[src/rtl/devil_campaign_sequencer.sv]
// Table-driven test campaign sequencer for the devil_in_fpga snoop-response fault injector.
// Arms each entry, waits for end or timeout, disarms cleanly, then applies an inter-test gap.
module devil_campaign_sequencer #(
    parameter int unsigned DEPTH              = 8,
    parameter int unsigned IDX_W              = 3,
    parameter int unsigned C_S_AXI_DATA_WIDTH = 32
) (
    input  logic                          ace_aclk,
    input  logic                          ace_areset,
    input  logic                          i_start,
    input  logic                          i_abort,
    input  logic                          i_wr_en,
    input  logic [IDX_W-1:0]              i_wr_idx,
    input  logic [C_S_AXI_DATA_WIDTH-1:0] i_wr_ctrl,
    input  logic [C_S_AXI_DATA_WIDTH-1:0] i_wr_delay,
    input  logic [IDX_W:0]                i_num_entries,
    input  logic [15:0]                   i_gap_cycles,
    input  logic [31:0]                   i_timeout_cycles,
    input  logic                          i_devil_end,
    input  logic [3:0]                    i_devil_state,
    output logic [C_S_AXI_DATA_WIDTH-1:0] o_control_reg,
    output logic [C_S_AXI_DATA_WIDTH-1:0] o_delay_reg,
    output logic                          o_busy,
    output logic                          o_done,
    output logic                          o_aborted,
    output logic [IDX_W-1:0]              o_cur_idx,
    output logic [15:0]                   o_pass_cnt,
    output logic [15:0]                   o_timeout_cnt,
    output logic [2:0]                    o_seq_state
);

    typedef enum logic [2:0] {
        S_IDLE     = 3'd0,
        S_LOAD     = 3'd1,
        S_ARM      = 3'd2,
        S_WAIT_END = 3'd3,
        S_DISARM   = 3'd4,
        S_GAP      = 3'd5,
        S_NEXT     = 3'd6
    } seq_state_t;

    localparam logic [IDX_W:0] DEPTH_W = (IDX_W+1)'(DEPTH);
    localparam logic [C_S_AXI_DATA_WIDTH-1:0] ARM_BIT     = C_S_AXI_DATA_WIDTH'(32'h0000_0001);
    // arm, osh_end and end bits of the injector control word
    localparam logic [C_S_AXI_DATA_WIDTH-1:0] DISARM_MASK = C_S_AXI_DATA_WIDTH'(32'h0003_0001);

    seq_state_t state, next_state;

    logic [C_S_AXI_DATA_WIDTH-1:0] tbl_ctrl  [DEPTH];
    logic [C_S_AXI_DATA_WIDTH-1:0] tbl_delay [DEPTH];

    logic [IDX_W-1:0] idx;
    logic             abort_pend;
    logic [31:0]      to_cnt;
    logic [15:0]      gap_cnt;

    logic [IDX_W:0]   num_run;
    logic [IDX_W:0]   idx_plus1;
    logic             to_hit;
    logic             gap_done;
    logic             last_entry;
    logic             dev_quiet;
    logic             abort_exit;

    assign num_run    = (i_num_entries > DEPTH_W) ? DEPTH_W : i_num_entries;
    assign idx_plus1  = {1'b0, idx} + {{IDX_W{1'b0}}, 1'b1};
    assign last_entry = (idx_plus1 == num_run);
    assign to_hit     = (i_timeout_cycles != '0) && (to_cnt == (i_timeout_cycles - 32'd1));
    assign gap_done   = (({1'b0, gap_cnt} + 17'd1) >= {1'b0, i_gap_cycles});
    assign dev_quiet  = !i_devil_end && (i_devil_state == 4'd0);
    assign abort_exit = abort_pend || i_abort;

    always_ff @(posedge ace_aclk or posedge ace_areset) begin
        if (ace_areset) state <= S_IDLE;
        else            state <= next_state;
    end

    always_comb begin
        next_state = state;
        case (state)
            S_IDLE:     if (i_start && (num_run != '0)) next_state = S_LOAD;
            S_LOAD:     next_state = i_abort ? S_DISARM : S_ARM;
            S_ARM:      next_state = i_abort ? S_DISARM : S_WAIT_END;
            S_WAIT_END: if (i_abort || i_devil_end || to_hit) next_state = S_DISARM;
            S_DISARM:   if (dev_quiet) next_state = abort_exit ? S_IDLE : S_GAP;
            S_GAP: begin
                if (i_abort)       next_state = S_IDLE;
                else if (gap_done) next_state = S_NEXT;
            end
            S_NEXT:     next_state = (i_abort || last_entry) ? S_IDLE : S_LOAD;
            default:    next_state = S_IDLE;
        endcase
    end

    always_ff @(posedge ace_aclk or posedge ace_areset) begin
        if (ace_areset) begin
            for (int unsigned i = 0; i < DEPTH; i++) begin
                tbl_ctrl[i]  <= '0;
                tbl_delay[i] <= '0;
            end
        end else if ((state == S_IDLE) && i_wr_en) begin
            tbl_ctrl[i_wr_idx]  <= i_wr_ctrl;
            tbl_delay[i_wr_idx] <= i_wr_delay;
        end
    end

    // Masking happens on the edge that enters DISARM so the injector never sees an armed word there.
    always_ff @(posedge ace_aclk or posedge ace_areset) begin
        if (ace_areset) begin
            o_control_reg <= '0;
            o_delay_reg   <= '0;
        end else if (next_state == S_IDLE) begin
            o_control_reg <= '0;
        end else if (state == S_LOAD) begin
            o_delay_reg   <= tbl_delay[idx];
            o_control_reg <= (next_state == S_DISARM) ? (tbl_ctrl[idx] & ~DISARM_MASK)
                                                      : (tbl_ctrl[idx] & ~ARM_BIT);
        end else if ((state == S_ARM) && (next_state == S_WAIT_END)) begin
            o_control_reg <= o_control_reg | ARM_BIT;
        end else if (next_state == S_DISARM) begin
            o_control_reg <= o_control_reg & ~DISARM_MASK;
        end
    end

    always_ff @(posedge ace_aclk or posedge ace_areset) begin
        if (ace_areset) begin
            o_busy        <= 1'b0;
            o_done        <= 1'b0;
            o_aborted     <= 1'b0;
            o_pass_cnt    <= '0;
            o_timeout_cnt <= '0;
            idx           <= '0;
            abort_pend    <= 1'b0;
            to_cnt        <= '0;
            gap_cnt       <= '0;
        end else begin
            gap_cnt <= (state == S_GAP) ? gap_cnt + 16'd1 : '0;

            if (state == S_ARM)
                to_cnt <= '0;
            else if ((state == S_WAIT_END) && (next_state == S_WAIT_END))
                to_cnt <= to_cnt + 32'd1;

            if ((state == S_WAIT_END) && !i_abort) begin
                if (i_devil_end) begin
                    if (o_pass_cnt != '1) o_pass_cnt <= o_pass_cnt + 16'd1;
                end else if (to_hit) begin
                    if (o_timeout_cnt != '1) o_timeout_cnt <= o_timeout_cnt + 16'd1;
                end
            end

            if (i_abort && ((state == S_LOAD) || (state == S_ARM) ||
                            (state == S_WAIT_END) || (state == S_DISARM)))
                abort_pend <= 1'b1;

            if ((state == S_NEXT) && (next_state == S_LOAD))
                idx <= idx_plus1[IDX_W-1:0];

            if (state == S_IDLE) begin
                if (i_start) begin
                    o_done        <= (num_run == '0);
                    o_busy        <= (num_run != '0);
                    o_aborted     <= 1'b0;
                    o_pass_cnt    <= '0;
                    o_timeout_cnt <= '0;
                    idx           <= '0;
                    abort_pend    <= 1'b0;
                end
            end else if (next_state == S_IDLE) begin
                o_busy     <= 1'b0;
                o_aborted  <= abort_exit;
                o_done     <= !abort_exit;
                abort_pend <= 1'b0;
            end
        end
    end

    assign o_cur_idx   = idx;
    assign o_seq_state = state;

endmodule

[config.mk]
export PLATFORM = sky130hd
export DESIGN_NAME = devil_campaign_sequencer
export DESIGN_NICKNAME = d
export VERILOG_FILES = /design/src/rtl/devil_campaign_sequencer.sv
export SDC_FILE = /design/constraint.sdc
export NUM_CORES = 1
export LEC_CHECK = 0
export CAP_MARGIN = 20
export CORE_MARGIN = 2
export CORE_UTILIZATION = 40
export DETAILED_ROUTE_END_ITERATION = 10
export PLACE_DENSITY_LB_ADDON = 0.3
export SYNTH_ARGS = -nofsm -noshare
export SYNTH_HDL_FRONTEND = slang
export SYNTH_SLANG_ARGS = --single-unit
export TNS_END_PERCENT = 1
[constraint.sdc]
create_clock -name ace_aclk -period 50.3 [get_ports ace_aclk]
set_input_delay 7.545 -clock ace_aclk [delete_from_list [all_inputs] [get_ports ace_aclk]]
set_output_delay 7.545 -clock ace_aclk [all_outputs]
set_load 0.02 [all_outputs]
==> impl_metrics.yaml <==
status:
  outcome: "complete, no violations"
clock_tree:
  holdBufCountCts: 0
  insertion_delay_ns: 0.60
  ctsLongestPathBuffers: 3
  cts_tree: "built"
  clock-sinks: 658
  tritoncts.num_buffers: 73
  clk_pin_slew_ns: 0.06
  post-cts-setup-buffer-count: 0
  cts_max_level: 3
  cts_resized: 0
  ctsRootBufferMaster: "clkbuf_16"
job:
  max_cap_violations: 0
routing:
  drtIter0Drc: 1054
  detail_route.first_pass.iterations: 5
  via_count: 19690
  wirelength_mm: 76.62
  wire_per_inst_um: 21.66
  drc: 0
  final_antenna_net_count: 0
  per_cell_via_count_in_the_routed_design: 5.566
sta:
  slew_worst_pin_ns: 1.067
  fmax_achieved_ghz: 0.08794
  hold_slack_ns: 0.4801
  final.min_clock_period_ns: 11.37
  min_period_over_period_pct: 22.61
  finalClockSkew_ns: 0.01956
  grt_setup_unrepaired: "false"
  drv_slew: 0
  setup_viol_count_final: 0
  final.setup.worst_slack_ns: 38.93
  hold_viol_final: 0
  max_slew_margin_pct: 28.73
  fin_tns_setup_ns: 0
power_and_ir_drop:
  clockPowerShare_pct: 27.8
  vdd_ir_drop_max_mv: 0.02962
  power.leakage_nw: 15.36
  power.total_mw: 1.976
  intPower_mw: 1.412
  power_switching_share_pct: 28.53
  combinationalPowerShare_pct: 28.2
  fraction_of_power_consumed_by_sequential_logic_pct: 44.0
  power.density_cell_area_mw_per_mm2: 53.69
  power.switching_uw: 563.8
final_layout:
  largest_reg_flops: 256
  layout.core_utilization_pct: 48.30
  final_layout_size_suffix_gt1_share_pct: 32.00
  flow.area_growth_from_synthesis_pct: 19.29
  top_reg_by_flops: "tbl_delay"
  finish.net_count: 2608
  final-instance-count-excl-fill: 3538
  post-route-cell-area_mm2: 0.03681
  fillerInstances: 6591
  biggestRegsByFlops: "tbl_delay: 256 flops, tbl_ctrl: 248 flops"
synth:
  yosys_warnings: 0
  syn_area_mm2: 0.03086
  dominantRegCellSynth: "dfrtp_1"
  ys_ff_latch: 658
  synthCells: 2249
  sequential_to_total_area_share_from_yosys_stat_pct: 53.36
  syn_nets: 2401
  share_of_synthesized_flip_flops_with_an_asynchronous_set_or_reset_pct: 100.0
  synth_enable_flop_cells: 0
  synth_cell_types: 69
  syn_avg_cell_area_um2: 13.72
critical_path:
  startpoint_type: "input port"
  timing.critical_path.fanout_max: 23
  arrival_ns: 11.91
  worst_setup_path_start: "i_timeout_cycles[4]"
  critical_path_required_ns: 50.84
  path_class: "in -> reg"
  crit_top_cell: "or4_1"
  crit_path_largest_cell_delay_ns: 0.75
  path_cells: "clkdlybuf4s50_1, nor4_2, nand4_1, or3_1, o31ai_1, o2111ai_1, or4_1, or3_4, or4_1, nand2_1"
  crit_path_end_kind: "flop"
  critical_path.slowest_cell: "or4_1"
  regToRegStartpoint: "to_cnt[13]"
place:
  dpl_cell_area_mm2: 0.03427
  place.detailed.instances: 3409
  final_replace_weighted_congestion: 0.8531
  placement.io_buffers: 232
  worst_setup_slack_before_clock_tree_synthesis_ns: 38.35
  hpwlAfterDp_mm: 47.19
global_route:
  grt-ovfl-total: 0
  grt_antenna_before_repair: 6
  global_route_wire_length_before_repair_mm: 121.5
  via_count_of_the_first_global_routing_pass: 20840
  grt_util_all_layers_pct: 19.66
  grt_start_max_net_pins: 177
floorplanning:
  fp-row-count: 101
  starting_density_of_the_core_pct: 40.49
  die_h_um: 281.7
  io-pin-count: 234
  coreArea_mm2: 0.07620
  design.die.area_mm2: 0.07938
  fp.dieW_um: 281.7
hold_path:
  hp-start: "o_delay_reg[25]"
  hold_path.class: "reg -> reg"
final timing paths:
path,slack [ns],cells after the start,end
max,38.93,10,o_timeout_cnt[10]
min,0.48,2,o_delay_reg[25]
max reg2reg,46.59,9,o_timeout_cnt[10]
min reg2reg,0.48,2,o_delay_reg[25]
max in group asynchronous,40.70,4,tbl_delay[34]
min in group asynchronous,7.56,2,o_delay_reg[21]
cells in the final DEF (no fill, tap or decap), types with 7 or more instances in the layout:
master	n
nor4_1	13
clkbuf_1	15
o31ai_1	7
mux2_2	504
xnor2_1	38
nor3_1	28
ha_1	23
clkdlybuf4s50_1	232
o21ai_0	59
o22ai_1	31
inv_1	26
clkbuf_16	77
and4_1	8
a31oi_1	8
nand3_1	32
buf_4	32
dfrtp_1	655
nor2b_1	14
a21oi_1	31
clkbuf_8	16
and3_1	25
or3_1	23
or4_1	7
bufinv_16	7
mux2i_1	81
nand2b_1	12
nand2_1	123
xor2_1	41
nand4_1	35
nor2_1	66
mux4_2	126
logic make-up (layout without fill, tap and decap cells):
group           after synthesis  count (layout)  synth area share, %
compound gates              191             191                3.958
xor+xnor                     80              80                2.315
fa+ha+maj                    23              23               0.9327
buf+inv                     162             419                2.064
flops                       658             658                53.36
mux                         711             711                30.22
other cells                   0               2                    0
simple gates                424             424                7.149
Yosys cell counts (5+ instances only):
cell	instances	area share (%)
a31oi_1	8	0.16
nor2b_1	14	0.28
buf_1	32	0.39
nand4_1	35	0.71
o21ai_0	59	0.96
inv_1	27	0.33
clkbuf_1	95	1.2
o311ai_0	6	0.17
buf_2	5	0.081
nor3b_1	7	0.17
dfrtp_1	658	53
nor2_1	67	0.82
nor3_1	30	0.49
nand2b_1	12	0.24
or3_1	23	0.47
and3_1	25	0.51
and4_1	8	0.23
nand3_1	34	0.55
nand2_1	124	1.5
o31ai_1	7	0.17
or4_1	7	0.17
xor2_1	41	1.2
mux2i_1	81	2.6
a21o_1	5	0.12
nor4_1	13	0.26
mux4_2	126	9.2
mux2_2	504	18
ha_1	23	0.93
o211ai_1	5	0.12
a21oi_1	31	0.50
xnor2_1	38	1.1
o22ai_1	31	0.63
critical path, delay by kind of cell:
kind	cells	cell delay, ns
simple gates	7	3.36
buf+inv	1	0.57
compound gates	2	0.43
metal layers:
metal,global-route usage (%),vias up,part of all wire [%]
met5,0,-,0.059
met4,5.237,8,2.2
met3,3.331,113,4.4
met2,32.82,409,49
met1,26.61,10390,44
li1,-,8770,-
power by group through the flow:
stage | clock [mW] | sequential [mW] | combinational, mW
6_report | 0.550 | 0.869 | 0.557
5_1_grt | 0.586 | 0.897 | 0.609
4_1_cts | 0.564 | 0.868 | 0.567
3_5_place_dp | 0 | 0.877 | 0.566
3_3_place_gp | 0 | 0.854 | 0.544
2_1_floorplan | 0 | 0.855 | 0.408
cell type report:
type	count	area (um^2)	share of cell area, %
Sequential cell	658	16480	44.77
Inverter	27	108.9	0.2957
Timing Repair Buffer	267	2638	7.166
Clock inverter	17	272.8	0.7411
Multi-Input combinational cell	1429	13810	37.53
Clock buffer	108	2203	5.986
Tap cell	1030	1289	3.501
Antenna cell	2	5.005	0.01360
Power figures use the tool's default switching activity.
